### src/rtl/m_wishbonereg_bank.sv
// Wishbone test register bank: NREG byte-writable registers, a push/pop FIFO
// mailbox drained by a consumer port, and a status register with sticky errors.
module m_wishbonereg_bank #(
  parameter  int NREG  = 4,
  parameter  int DW    = 32,
  parameter  int WAIT  = 0,
  parameter  int DEPTH = 8,
  localparam int AW    = $clog2(NREG) + 1,
  localparam int CW    = $clog2(DEPTH) + 1
) (
  input  logic            CLK_I,
  input  logic            RST_I,
  input  logic            STB_I,
  input  logic            WE_I,
  input  logic [AW-1:0]   ADR_I,
  input  logic [DW/8-1:0] SEL_I,
  input  logic [DW-1:0]   DAT_I,
  output logic            ACK_O,
  output logic [DW-1:0]   DAT_O,
  output logic [DW-1:0]   q_dat,
  output logic            q_vld,
  input  logic            q_rdy,
  output logic            irq
);
  localparam int LW = AW - 1;
  localparam int PW = $clog2(DEPTH);
  localparam logic [2:0] WLAST = (WAIT > 0) ? 3'(WAIT - 1) : 3'd0;

  typedef enum logic [1:0] {S_IDLE, S_WAIT, S_ACK} state_e;

  state_e                     state_q, state_d;
  logic [2:0]                 wcnt_q, wcnt_d;
  logic                       commit;
  logic [NREG-1:0][DW-1:0]    regs_q;
  logic [DW-1:0]              mem_q [DEPTH];
  logic [PW-1:0]              rp_q, wp_q, rp_b;
  logic [CW-1:0]              cnt_q, cnt_d;
  logic                       ovf_q, unf_q, irq_q;
  logic [DW-1:0]              dat_q, rdata, stat;

  logic [LW-1:0] lo;
  logic is_reg, is_fifo, is_stat;
  logic empty, full, bpush, bpop, bpop_ok, cpop_ok, push_ok, stat_wr;

  // Bus handshake: side effects happen only on the edge that enters S_ACK.
  always_comb begin
    state_d = state_q;
    wcnt_d  = wcnt_q;
    commit  = 1'b0;
    case (state_q)
      S_IDLE: if (STB_I) begin
        if (WAIT == 0) begin
          state_d = S_ACK;
          commit  = 1'b1;
        end else begin
          state_d = S_WAIT;
          wcnt_d  = '0;
        end
      end
      S_WAIT: begin
        if (!STB_I) state_d = S_IDLE;
        else if (wcnt_q == WLAST) begin
          state_d = S_ACK;
          commit  = 1'b1;
        end else wcnt_d = wcnt_q + 3'd1;
      end
      S_ACK:   state_d = S_IDLE;
      default: state_d = S_IDLE;
    endcase
  end

  assign lo      = ADR_I[LW-1:0];
  assign is_reg  = ~ADR_I[AW-1];
  assign is_fifo = ADR_I[AW-1] && (lo == LW'(0));
  assign is_stat = ADR_I[AW-1] && (lo == LW'(1));

  assign empty   = (cnt_q == '0);
  assign full    = (cnt_q == CW'(DEPTH));
  assign bpush   = commit & WE_I & is_fifo;
  assign bpop    = commit & ~WE_I & is_fifo;
  assign bpop_ok = bpop & ~empty;
  // With one entry left a bus pop takes it and the consumer pop is dropped.
  assign cpop_ok = q_rdy & ~empty & ~(bpop_ok & (cnt_q == CW'(1)));
  assign push_ok = bpush & (~full | cpop_ok);
  assign stat_wr = commit & WE_I & is_stat;
  assign rp_b    = rp_q + PW'(cpop_ok);
  assign cnt_d   = cnt_q + CW'(push_ok) - CW'(bpop_ok) - CW'(cpop_ok);

  always_comb begin
    stat         = '0;
    stat[CW-1:0] = cnt_q;
    stat[16]     = empty;
    stat[17]     = full;
    stat[18]     = ovf_q;
    stat[19]     = unf_q;
  end

  always_comb begin
    rdata = '0;
    if (!WE_I) begin
      if (is_reg)                 rdata = regs_q[lo];
      else if (is_fifo && !empty) rdata = mem_q[rp_b];
      else if (is_stat)           rdata = stat;
    end
  end

  always_ff @(posedge CLK_I or negedge RST_I) begin
    if (!RST_I) begin
      state_q <= S_IDLE;
      wcnt_q  <= '0;
      dat_q   <= '0;
      regs_q  <= '0;
      rp_q    <= '0;
      wp_q    <= '0;
      cnt_q   <= '0;
      ovf_q   <= 1'b0;
      unf_q   <= 1'b0;
      irq_q   <= 1'b0;
    end else begin
      state_q <= state_d;
      wcnt_q  <= wcnt_d;
      dat_q   <= commit ? rdata : '0;
      if (commit && WE_I && is_reg)
        for (int b = 0; b < DW/8; b++)
          if (SEL_I[b]) regs_q[lo][b*8 +: 8] <= DAT_I[b*8 +: 8];
      rp_q    <= rp_q + PW'(bpop_ok) + PW'(cpop_ok);
      wp_q    <= wp_q + PW'(push_ok);
      cnt_q   <= cnt_d;
      ovf_q   <= stat_wr ? 1'b0 : (ovf_q | (bpush & ~push_ok));
      unf_q   <= stat_wr ? 1'b0 : (unf_q | (bpop & empty));
      irq_q   <= ovf_q | unf_q;
    end
  end

  always_ff @(posedge CLK_I) begin
    if (push_ok) mem_q[wp_q] <= DAT_I;
  end

  assign ACK_O = (state_q == S_ACK);
  assign DAT_O = dat_q;
  assign q_vld = ~empty;
  assign q_dat = empty ? '0 : mem_q[rp_q];
  assign irq   = irq_q;
endmodule

### config.mk
export PLATFORM = sky130hd
export DESIGN_NAME = m_wishbonereg_bank
export DESIGN_NICKNAME = d
export VERILOG_FILES = /design/src/rtl/m_wishbonereg_bank.sv
export SDC_FILE = /design/constraint.sdc
export NUM_CORES = 1
export LEC_CHECK = 0
export ABC_AREA = 1
export BUFFER_PORTS_ARGS = -buffer_cell sky130_fd_sc_hd__buf_2
export CORE_ASPECT_RATIO = 0.5
export CORE_MARGIN = 2
export CORE_UTILIZATION = 50
export DETAILED_ROUTE_END_ITERATION = 6
export PLACE_DENSITY_LB_ADDON = 0.12
export SLEW_MARGIN = 10
export SYNTH_ARGS = -nofsm -noshare
export SYNTH_HDL_FRONTEND = slang
export SYNTH_SLANG_ARGS = --single-unit
### constraint.sdc
create_clock -name CLK_I -period 4.6 [get_ports CLK_I]
set_clock_uncertainty 0.1 [all_clocks]
set_input_delay 0.92 -clock CLK_I [delete_from_list [all_inputs] [get_ports CLK_I]]
set_output_delay 0.92 -clock CLK_I [all_outputs]
set_load 0.03 [all_outputs]
# Word level (Yosys, flattened, before mapping)
# Memories as Yosys holds them, arrays and structs flattened.
# Index checks and enable logic that the tools add are counted.
# op_classes
magnitude_cmp	2
muxes	39
addsub	8
eq_ne	7
bitwise_logic	23
n_reduce_logical	13
# ops
operator	n
128-bit two-way mux	7
128-bit bitwise mux	4
32-bit demux with 2-bit select	4
32-bit two-way mux	7
32-bit binary-select mux with 2-bit select	1
24-bit two-way mux	1
20-bit two-way mux	1
16-bit two-way mux	1
3-bit by 1-bit adder with 3-bit output	4
1-bit AND	12
8-bit two-way mux	1
4-bit by 1-bit subtractor with 4-bit output	2
1-bit two-way mux	7
1-bit inverter	7
1-bit logical AND	6
2-bit two-way mux	3
4-bit by 1-bit adder with 4-bit output	1
2-bit by 1-bit == test with 1-bit output, second input constant	2
4-bit by 1-bit == test with 1-bit output, second input constant	1
4-bit == test, second input constant	1
2-bit zero test	2
4-bit zero test	1
1-bit OR	4
2-bit one-hot mux with 2 select lines	1
other kinds (11)	11
# word_totals
mem_count	1
ff_bits	178
in_bits	44
out_inout_bits	67
mem_bits_rw	256
# mem_list
memory	words	width	rd	rd_ports_with_merged_regs	wr	line_no	rtl
mem_q	8	32	2	0	1	35	logic [DW-1:0] mem_q [DEPTH];

# Depth between registers and ports, before layout
# logic_depth
ltp_word	16
mapped_depth	20
ltp_nobuf	18

# Worst setup path after synthesis
# Ideal clock, no wire load.
# synth_path
path_kind	input -> register
startpoint	in ADR_I[2]
endpoint	mem mem_q[0][0], enable pin
cell_stages	8
required_ps	4079
arrival_ps	2972
setup_time_ps	421
setup_slack_ps	1107
path_cell_list	buf_4 -> nand2_2 -> nor2_2 -> nand3_1 -> nand2_2 -> nand2_1 -> nand3_2 -> nor2_1
# synth_via
elab_chain_cells	10
word_cells_on_any_way	11
cone_classes	mux: 2; bitwise: 8; reduce/logical: 1
# synth_rtl
element	line_no	rtl
from (decl)	15	input logic [AW-1:0] ADR_I,
1-bit logical AND *	74	assign is_fifo = ADR_I[AW-1] && (lo == LW'(0));
1-bit AND	80	assign bpop = commit & ~WE_I & is_fifo;
1-bit AND	81	assign bpop_ok = bpop & ~empty;
1-bit AND	83	assign cpop_ok = q_rdy & ~empty & ~(bpop_ok & (cnt_q == CW'(1)));
1-bit inverter	83	
1-bit AND	83	
1-bit OR	84	assign push_ok = bpush & (~full | cpop_ok);
1-bit AND *	84	
1-bit two-way mux *	136	if (push_ok) mem_q[wp_q] <= DAT_I;
1-bit two-way mux (implied by the code) *	136	
to (decl)	35	
# Mark *: on every way between the ends. The rest lies on a longest branch, timed or not.

# Final worst setup path
# layout_path
startpoint	reg rp_q[0]
endpoint	out q_dat[14]
# layout_via
elab_chain_cells	2
# layout_rtl
element	line_no	rtl
from (decl)	36	logic [PW-1:0] rp_q, wp_q, rp_b;
from (signal assigned)	126	rp_q <= rp_q + PW'(bpop_ok) + PW'(cpop_ok);
memory read 8 x 32 bit	--	
32-bit two-way mux	142	assign q_dat = empty ? '0 : mem_q[rp_q];
to (decl)	20	output logic [DW-1:0] q_dat,
# Every way passes these cells.

==> flow_summary.rst <==
.. list-table::
   :header-rows: 1

   * - Metric
     - Value
   * - Cts-stage hold buffer count
     - 0
   * - Internal power of the cells
     - 0.00804 W
   * - Most frequent cell after synthesis
     - o21ai_0
   * - DR DRC count
     - 0
   * - Worst reg2reg startpoint
     - cnt_q[2]
   * - Static leakage
     - 8.89 nW
   * - Pin count of the biggest net entering global routing
     - 93
   * - Worst EP required
     - 3.58 ns
   * - Resize count post-CTS
     - 0
   * - Syn avg cell area
     - 9.66 µm²
   * - Final period util
     - 86.9%
   * - Cells taking the most area after synthesis
     - edfxtp_1 38%, dfrtp_1 22%, o21ai_0 8.4%, nor2_1 5.4%, nand2_1 5.3%
   * - Overall routing resource usage
     - 29.4%
   * - Yosys warnings
     - 0
   * - Post-detailed-placement half-perimeter wirelength
     - 38200 µm
   * - Average routed wire per standard cell
     - 23.0 µm
   * - Initial DRC Count
     - 1917
   * - Post-CTS setup-driven buffer insertion count
     - 0
   * - I/O pin total
     - 111
   * - Proportion of total power due to net switching
     - 42.3%
   * - Share of Yosys cell area claimed by the top area cell type
     - 38.4%
   * - Kind of cell adding the most delay to the critical path
     - buffers and inverters
   * - Synthesis-to-layout area growth
     - 11.8%
   * - Cells on worst reg2reg path
     - 17
   * - Overall die area
     - 41700 µm²
   * - Later-pin clock latency in the skew report
     - 0.56 ns
   * - Routed WL
     - 61900 µm
   * - Status
     - complete, no violations
   * - Clock period minus worst slack
     - 4.00 ns
   * - Hold/Removal Path Class
     - in -> async
   * - Buf/Inv on CP
     - 3
   * - Number of nets in the synthesized netlist
     - 2129
   * - Via density per instance
     - 5.92
   * - Synthesized area
     - 20000 µm²
   * - Share of power burned in registers
     - 33.0%
   * - Commonest cells post-synth
     - 335 x o21ai_0, 289 x nor2_1, 285 x nand2_1, 256 x edfxtp_1, 174 x dfrtp_1
   * - Antenna violations before repair
     - 3
   * - Max Fanout on Critical Path
     - 74
   * - Pwr Total
     - 0.0139 W
   * - Placement Rows
     - 51
   * - Endpoint of the worst register-to-register path
     - DAT_O[17]
   * - Placed cells
     - 2616
   * - Cell with the biggest individual delay on the critical path
     - dfrtp_4
   * - RSZ-0062 raised after global routing
     - no
   * - Count of endpoints failing setup in the final report
     - 0
   * - Crit. End Element
     - primary output
   * - Max-capacitance violation count
     - 0
   * - Post-route ant nets
     - 0
   * - Largest area contributor in the netlist
     - edfxtp_1
   * - Initial Util
     - 51.1%
   * - Buffers added on ports
     - 110
   * - Signal arrival time at the worst endpoint
     - 2.98 ns
   * - CTS tree
     - built
   * - Category of the worst setup path launch point
     - flop
   * - Post-CTS clock slew at the launch and capture registers of the worst setup and hold paths
     - 0.06 ns
   * - Final sum of negative setup slack
     - 0 ns
   * - Proportion of layout cells with a drive suffix above 1
     - 13.3%
   * - Die W
     - 287 µm
   * - Relative contribution of combinational cells to total power
     - 42.9%
   * - Overall die height
     - 145 µm
   * - Gr ovfl total
     - 0
   * - Worst IR drop on VDD
     - 0.401 mV
   * - Critical Path, Cell by Cell
     - clkinv_2 -> buf_4 -> o21ai_0 -> o22ai_1 -> nand2_1 -> a21oi_1 -> buf_2
   * - GPL Wtd Cong
     - 0.869
   * - Distinct cells, synth
     - 33
   * - DR pass1 iterations
     - 5
   * - Via count of the first global-routing pass
     - 14548
   * - Final layout net count
     - 2186
   * - Worst setup path class
     - reg -> out
   * - Vias
     - 15914
   * - Share of flip-flops with an asynchronous set or reset after synthesis
     - 40.5%
   * - Slew at the pin closest to its max-slew limit
     - 1.11 ns
   * - Number of pins exceeding their max-slew limit in the final report
     - 0
   * - Largest stage delay, worst path
     - 0.74 ns
   * - Number of CTS-inserted buffers
     - 41
   * - Sequential element share of the synthesized area
     - 60.2%
   * - Setup slack of the most critical reg-to-reg path
     - 1.26 ns
   * - Seq cells post-synth
     - 430
   * - Maximum clock rate
     - 250 MHz
   * - Max Buffers Root-to-Sink
     - 3
   * - Filler-free cell count of the finished design
     - 2690
   * - H-tree lvl count
     - 2
   * - Slew headroom
     - 25.6%
   * - Root buffer cell
     - clkbuf_16
   * - Power per cell area
     - 623 nW/µm²
   * - Number of instances in the synthesized netlist
     - 2072
   * - Global-route wire length before repair
     - 92100 µm
   * - Worst hold margin
     - 0.368 ns
   * - Final hold violation count
     - 0
   * - Core box area
     - 39200 µm²
   * - Sinks on Clock Net
     - 430
   * - Number of flops mapped to enable cells by yosys
     - 256
   * - Sw power
     - 0.00589 W
   * - Clock power frac
     - 24.1%
   * - Predominant post-synthesis flop cell
     - edfxtp_1
flip-flops by register name (all words and copies together), names as in the netlist, 3 cells and up:
signal and flops:
regs_q 128, cnt_q 4, wp_q 3, mem_q 256, rp_q 3, DAT_O 32
worst max path at each step:
stage	startpoint	to	slack [ns]	cells past startpoint
2_1_floorplan	ADR_I[2]	mem_q[0][0]	1.11	8
3_3_place_gp	ADR_I[0]	DAT_O[17]	0.85	15
3_5_place_dp	ADR_I[0]	DAT_O[17]	0.78	15
4_1_cts	rp_q[0]	q_dat[12]	0.65	6
5_1_grt	rp_q[0]	q_dat[12]	0.49	6
6_report	rp_q[0]	q_dat[14]	0.60	7
metal layers:
metal	track usage (%)	share of wire, %	up-vias
li1	-	-	7313
met1	45.8	45	7721
met2	39.2	41	804
met3	10.2	13	74
met4	5.99	1.5	2
met5	0	0.021	-
cells by family after synthesis:
group                      Yosys count  share of synthesized area (%)
adders and majority gates           13                          0.888
and+or+nand+nor                    711                           15.1
DFF                                430                           60.2
AOI/OAI and AO/OA                  646                           17.7
xor gates and xnor gates             5                          0.256
buffers and inverters              267                           5.88
placed cells by master (no fill, tap or decap), drive strengths merged:
| master | count |
|---|---|
| clkinv | 9 |
| o211ai | 33 |
| fa | 2 |
| inv | 123 |
| nand3 | 129 |
| clkbuf | 63 |
| a31oi | 7 |
| dfrtp | 174 |
| nor2 | 294 |
| diode | 2 |
| xnor2 | 3 |
| buf | 157 |
| xor2 | 2 |
| o22ai | 76 |
| o21ai | 422 |
| ha | 11 |
| edfxtp | 256 |
| bufinv | 1 |
| a21boi | 1 |
| a21oi | 107 |
| nand2 | 288 |
power by group through the flow:
stage	Combinational, W	Clock, W	Sequential [W]
after detailed placement	0.00589	0	0.00467
final	0.00597	0.00336	0.00460
after global placement	0.00583	0	0.00467
after global routing	0.00653	0.00353	0.00463
after floorplan	0.00414	0	0.00457
after CTS	0.00591	0.00337	0.00459
worst register-to-register path, cell delays in order, from the launching register on:
cell	delay, ns
dfrtp_1	0.39
inv_1	0.12
ha_1	0.17
inv_1	0.04
nor2_1	0.16
nand2_1	0.11
inv_2	0.07
nor2_1	0.04
nand2_2	0.14
inv_1	0.12
ha_4	0.17
ha_2	0.32
buf_4	0.51
nand3_1	0.16
nand3_1	0.11
nand3_1	0.23
nand2_1	0.17
a21oi_1	0.07
metrics by stage:
step,area [µm²],utilization [%],worst slack (ns)
after global routing,22400,57.1,0.495
after floorplan,20000,-,1.11
after global placement,21100,53.8,0.846
after CTS,22400,57.1,0.645
final,22400,57.1,0.604
after detailed placement,21100,53.8,0.783
area by class of cell:
class | count | area (µm²)
fill | 3417 | 16800
sequential | 430 | 12000
multi-input combinational | 1375 | 6870
clock buffer | 63 | 1220
timing repair buffer | 157 | 1020
tap | 530 | 663
inverter | 124 | 467
clock inverter | 9 | 66.3
antenna | 2 | 5.00
Note: power is estimated with default switching activity, not from simulation.
